**src/rtl/traffic_light_ctrl_nway.sv**
```systemverilog
// N-way intersection light controller: minimum-green / yellow / all-red phase timing,
// round-robin handover driven by traffic sensors, and a parade mode that pins one approach.
module traffic_light_ctrl_nway #(
  parameter int N_WAY       = 4,
  parameter int GREEN_MIN   = 4,
  parameter int YELLOW_CYC  = 2,
  parameter int ALL_RED_CYC = 1,
  parameter int PARADE_IDX  = 1,
  localparam int IDXW       = (N_WAY <= 2) ? 1 : $clog2(N_WAY)
) (
  input  logic               i_clk,
  input  logic               i_rst,
  input  logic [N_WAY-1:0]   i_T,
  input  logic               i_P,
  input  logic               i_R,
  output logic [2*N_WAY-1:0] o_L,
  output logic [IDXW-1:0]    o_cur_idx,
  output logic [1:0]         o_phase,
  output logic               o_parade
);

  localparam int CMAX0 = (GREEN_MIN > YELLOW_CYC) ? GREEN_MIN : YELLOW_CYC;
  localparam int CMAX1 = (CMAX0 > ALL_RED_CYC) ? CMAX0 : ALL_RED_CYC;
  localparam int CMAX  = (CMAX1 > 2) ? CMAX1 : 2;
  localparam int CNTW  = $clog2(CMAX);

  localparam logic [CNTW-1:0] G_LAST  = CNTW'(GREEN_MIN - 1);
  localparam logic [CNTW-1:0] Y_LAST  = CNTW'(YELLOW_CYC - 1);
  localparam logic [CNTW-1:0] AR_LAST = CNTW'((ALL_RED_CYC > 0) ? ALL_RED_CYC - 1 : 0);
  localparam logic [IDXW-1:0] PIDX    = IDXW'(PARADE_IDX);

  typedef enum logic [1:0] {
    PH_GREEN  = 2'd0,
    PH_YELLOW = 2'd1,
    PH_ALLRED = 2'd2
  } phase_e;

  typedef enum logic {
    M_NORMAL = 1'b0,
    M_PARADE = 1'b1
  } mode_e;

  phase_e          r_phase, w_phase;
  mode_e           r_mode,  w_mode;
  logic [IDXW-1:0] r_cur,   w_cur;
  logic [IDXW-1:0] r_nxt,   w_nxt;
  logic [CNTW-1:0] r_cnt,   w_cnt;

  logic            w_found;
  logic [IDXW-1:0] w_sel;
  logic [IDXW-1:0] w_k;

  always_ff @(posedge i_clk or posedge i_rst) begin
    if (i_rst) begin
      r_phase <= PH_GREEN;
      r_mode  <= M_NORMAL;
      r_cur   <= '0;
      r_nxt   <= '0;
      r_cnt   <= '0;
    end else begin
      r_phase <= w_phase;
      r_mode  <= w_mode;
      r_cur   <= w_cur;
      r_nxt   <= w_nxt;
      r_cnt   <= w_cnt;
    end
  end

  // First requesting approach after cur, wrapping; cur itself is never a candidate.
  always_comb begin
    w_found = 1'b0;
    w_sel   = r_cur;
    w_k     = '0;
    for (int unsigned i = 1; i < N_WAY; i++) begin
      w_k = IDXW'((int'(r_cur) + i) % N_WAY);
      if (!w_found && i_T[w_k]) begin
        w_found = 1'b1;
        w_sel   = w_k;
      end
    end
  end

  always_comb begin
    w_mode = r_mode;
    case (r_mode)
      M_NORMAL: if (i_P) w_mode = M_PARADE;
      M_PARADE: if (i_R) w_mode = M_NORMAL;
      default:  w_mode = M_NORMAL;
    endcase
  end

  always_comb begin
    w_phase = r_phase;
    w_cur   = r_cur;
    w_nxt   = r_nxt;
    w_cnt   = r_cnt;
    case (r_phase)
      PH_GREEN: begin
        if (r_cnt != G_LAST) begin
          w_cnt = r_cnt + 1'b1;
        end else if (r_mode == M_PARADE) begin
          if (r_cur != PIDX) begin
            w_phase = PH_YELLOW;
            w_cnt   = '0;
            w_nxt   = PIDX;
          end
        end else if (!i_T[r_cur] && w_found) begin
          w_phase = PH_YELLOW;
          w_cnt   = '0;
          w_nxt   = w_sel;
        end
      end
      PH_YELLOW: begin
        if (r_cnt == Y_LAST) begin
          w_cnt = '0;
          if (ALL_RED_CYC == 0) begin
            w_phase = PH_GREEN;
            w_cur   = r_nxt;
          end else begin
            w_phase = PH_ALLRED;
          end
        end else begin
          w_cnt = r_cnt + 1'b1;
        end
      end
      PH_ALLRED: begin
        if (r_cnt == AR_LAST) begin
          w_phase = PH_GREEN;
          w_cur   = r_nxt;
          w_cnt   = '0;
        end else begin
          w_cnt = r_cnt + 1'b1;
        end
      end
      default: begin
        w_phase = PH_GREEN;
        w_cnt   = '0;
      end
    endcase
  end

  always_comb begin
    o_L = {N_WAY{2'b10}};
    case (r_phase)
      PH_GREEN:  o_L[{r_cur, 1'b0} +: 2] = 2'b00;
      PH_YELLOW: o_L[{r_cur, 1'b0} +: 2] = 2'b01;
      default:   o_L = {N_WAY{2'b10}};
    endcase
  end

  assign o_cur_idx = r_cur;
  assign o_phase   = r_phase;
  assign o_parade  = (r_mode == M_PARADE);

endmodule

```
**config.mk**
```make
export PLATFORM = sky130hd
export DESIGN_NAME = traffic_light_ctrl_nway
export DESIGN_NICKNAME = d
export VERILOG_FILES = /design/src/rtl/traffic_light_ctrl_nway.sv
export SDC_FILE = /design/constraint.sdc
export NUM_CORES = 1
export LEC_CHECK = 0
export BUFFER_PORTS_ARGS = -buffer_cell sky130_fd_sc_hd__buf_2
export CAP_MARGIN = 20
export CORE_MARGIN = 2
export CORE_UTILIZATION = 51
export DETAILED_ROUTE_END_ITERATION = 10
export PLACE_DENSITY_LB_ADDON = 0.05
export SLEW_MARGIN = 10
export SYNTH_ARGS = -nofsm -noshare
export SYNTH_HDL_FRONTEND = slang
export SYNTH_SLANG_ARGS = --single-unit
```
**constraint.sdc**
```tcl
create_clock -name i_clk -period 3.3 [get_ports i_clk]
set_input_delay 0.66 -clock i_clk [delete_from_list [all_inputs] [get_ports i_clk]]
set_output_delay 0.66 -clock i_clk [all_outputs]
set_load 0.03 [all_outputs]
```
==> summary.md <==
| Metric | Value |
|---|---|
| Startpoint Class | register |
| Clock buffer count from CTS | 3 |
| Pre-Repair DR Iteration Count | 3 |
| FFs w/ async S/R, synth | 100.0% |
| TritonCTS Sinks | 9 |
| Final hold slack | 0.3456 ns |
| Gr ovfl total | 0 |
| Synth unique cells | 31 |
| First-pass GRT wire length | 2608 um |
| EDFF count, synth | 0 |
| VDD IR-drop max | 0.5801 mV |
| Hold Buf Count CTS | 0 |
| Design area | 975.9 um^2 |
| Status | complete, no violations |
| Dominant synthesized flop cell | dfrtp_1 |
| Number of I/O port buffers | 20 |
| Placer Congestion | 0.7710 |
| Ant diodes | 0 |
| CP Class | register to register |
| Max frequency | 416.9 MHz |
| Cell count after synthesis | 83 |
| Die W | 44.42 um |
| FF-to-FF End | r_cnt[1] |
| Clock Latency Late Sink | 0.26 ns |
| Die Area | 1973 um^2 |
| PwrDens | 1020 nW/um^2 |
| GRT Util Overall | 18.84% |
| Mapped Area | 833.3 um^2 |
| Iter 0 DRT Violations | 7 |
| Power, Total | 995.1 uW |
| Number of global-route vias before repair | 614 |
| Longest Clk Path Bufs | 2 |
| FILL cells | 123 |
| Final WL | 1488 um |
| H-tree Lvls | 1 |
| RSZ-0062 raised after global routing | no |
| I/O pin count | 21 |
| Routed length per instance | 12.10 um |
| Largest net degree at the start of global routing | 16 |
| Routed via count | 671 |
| Post-CTS sizing | 0 |
| Post-DP Area | 949.7 um^2 |
| FF-to-FF setup slack | 0.90 ns |
| Critical Path RT | 3.43 ns |
| Vias per cell | 5.455 |
| Syn_nets | 100 |
| Register area share after synthesis | 27.03% |
| Drt drc | 0 |
| Worst-path clk slew | 0.06 ns |
| Cells along the critical path | inv_2 > ha_1 > mux4_1 > nor3_2 > nor3_2 > nor3b_2 > mux2_1 |
| Reg area | 225.2 um^2 |
| R2r worst-path depth | 7 |
| DP Cell Count | 119 |
| Most used cell along the critical path | nor3_2 |
| Warnings, synthesis | 0 |
| CTS tree | yes |
| Worst Path Arrival | 2.53 ns |
| Final worst path period need | 2.399 ns |
| Max incr delay on CP | 0.52 ns |
| Synthesized area per cell | 10.04 um^2 |
| Rel. slew slack | 66.83% |
| Multi-input logic area | 563.0 um^2 |
| Fin nets | 125 |
| Most frequent cells after synthesis | dfrtp_1 (9), ha_1 (9), inv_1 (7) |
| Cell family with most CP delay | multiplexers |
| Clk root buf | clkbuf_4 |
| Pleak | 0.4889 nW |
| DP Worst Slack | 0.8905 ns |
| Final Max Tran Viols | 0 |
| # setup viols final | 0 |
| Post-layout util | 64.04% |
| Fin. Hold Viols | 0 |
| Final worst setup slack | 0.9012 ns |
| Fin Clk Skew | 0.006365 ns |
| Post-CTS Setup Inserts | 0 |
| Slowest stage cell, crit path | dfrtp_1 |
| Flops & latches, synth | 9 |
| RR Startpoint | o_cur_idx[1] |
| Cell taking the most area after synthesis | dfrtp_1 |
| Area Overhead vs Synth | 17.12% |
| Yosys top cell area share | 27.03% |
| Die height | 44.42 um |
| Initial antenna violation count | 0 |
| CP endpoint kind | register |
| Worst path bufs/invs | 1 |
| Maxcap violations | 0 |
| Hold Crit Class | input pin to async pin |
| Fin cells | 123 |
| Final worst path period share | 72.69% |
| Fin Setup TNS | 0 ns |
| Synth area leaders | dfrtp_1 (27%), ha_1 (14%), mux4_1 (6.3%) |
| Largest fanout on the critical path | 9 |
| Hpwl dp | 1201 um |
| Core area | 1524 um^2 |
| Row cnt | 14 |
| Initial Utilization | 54.68% |
| Slew @ Worst Pin | 0.4964 ns |
| Fraction of layout cells with a size suffix above 1 | 29.91% |
| Final ANT Viol Nets | 0 |
flip-flops by register name, summed over array words and instances, names as in the netlist:
name and flops:
o_parade 1, o_cur_idx 2, r_cnt 2, o_phase 2
r_nxt 2
kinds of logic after synthesis:
group / Yosys count / synth area share, %
AO/OA/AOI/OAI: 16 / 13.96
adder cells (fa/ha/maj): 9 / 13.51
buffers and inverters: 10 / 5.406
flip-flops: 9 / 27.03
multiplexers: 11 / 20.72
AND/OR/NAND/NOR: 28 / 19.37
where the power goes:
group | internal, mW | switching, mW | total (mW)
combinational | 0.288 | 0.404 | 0.691
sequential | 0.160 | 0.0622 | 0.222
clock | 0.0463 | 0.0348 | 0.0812
metal layers:
metal  GRT usage [%]  routed length (um)  share of wire (%)  vias up
li1                -                   -                  -      353
met1           24.54                 727                 49      300
met2           29.12                 676                 45       14
met3           4.898                  57                3.8        4
met4           9.091                  26                1.7        0
met5               0                   0                  0        -
final cells by class:
cell class              count  share of cell area (%)
multi-input cells          64                   57.69
well taps                  16                   2.051
inverters                   9                   3.462
repair buffers             21                   11.03
flip-flops and latches      9                   23.08
clock buffers               4                   2.692
how the worst max path moves through the flow:
stage,start,to,slack [ns],cells past startpoint
floorplan,o_cur_idx[0],r_cnt[1],0.78,8
global placement,o_cur_idx[1],r_nxt[0],0.95,7
detailed placement,o_cur_idx[1],r_cnt[1],0.89,7
CTS,o_cur_idx[1],r_cnt[1],0.88,7
global route,o_cur_idx[1],r_cnt[1],0.69,7
finish,o_cur_idx[1],r_cnt[1],0.90,7
cells in the final DEF, fill, tap and decap left out, types with 2 or more instances in the layout:
master    instances
clkbuf_4          3
inv_1             7
inv_2             2
nor3_2            2
mux4_2            2
nand2_1           6
ha_1              9
dfrtp_1           9
a22o_1            2
mux2_1            4
and2_1            4
a21oi_1           4
nand2b_1          5
nor2_1            6
buf_2            20
mux4_1            2
mux2i_1           3
No activity file was read; power rests on OpenSTA's default activity.
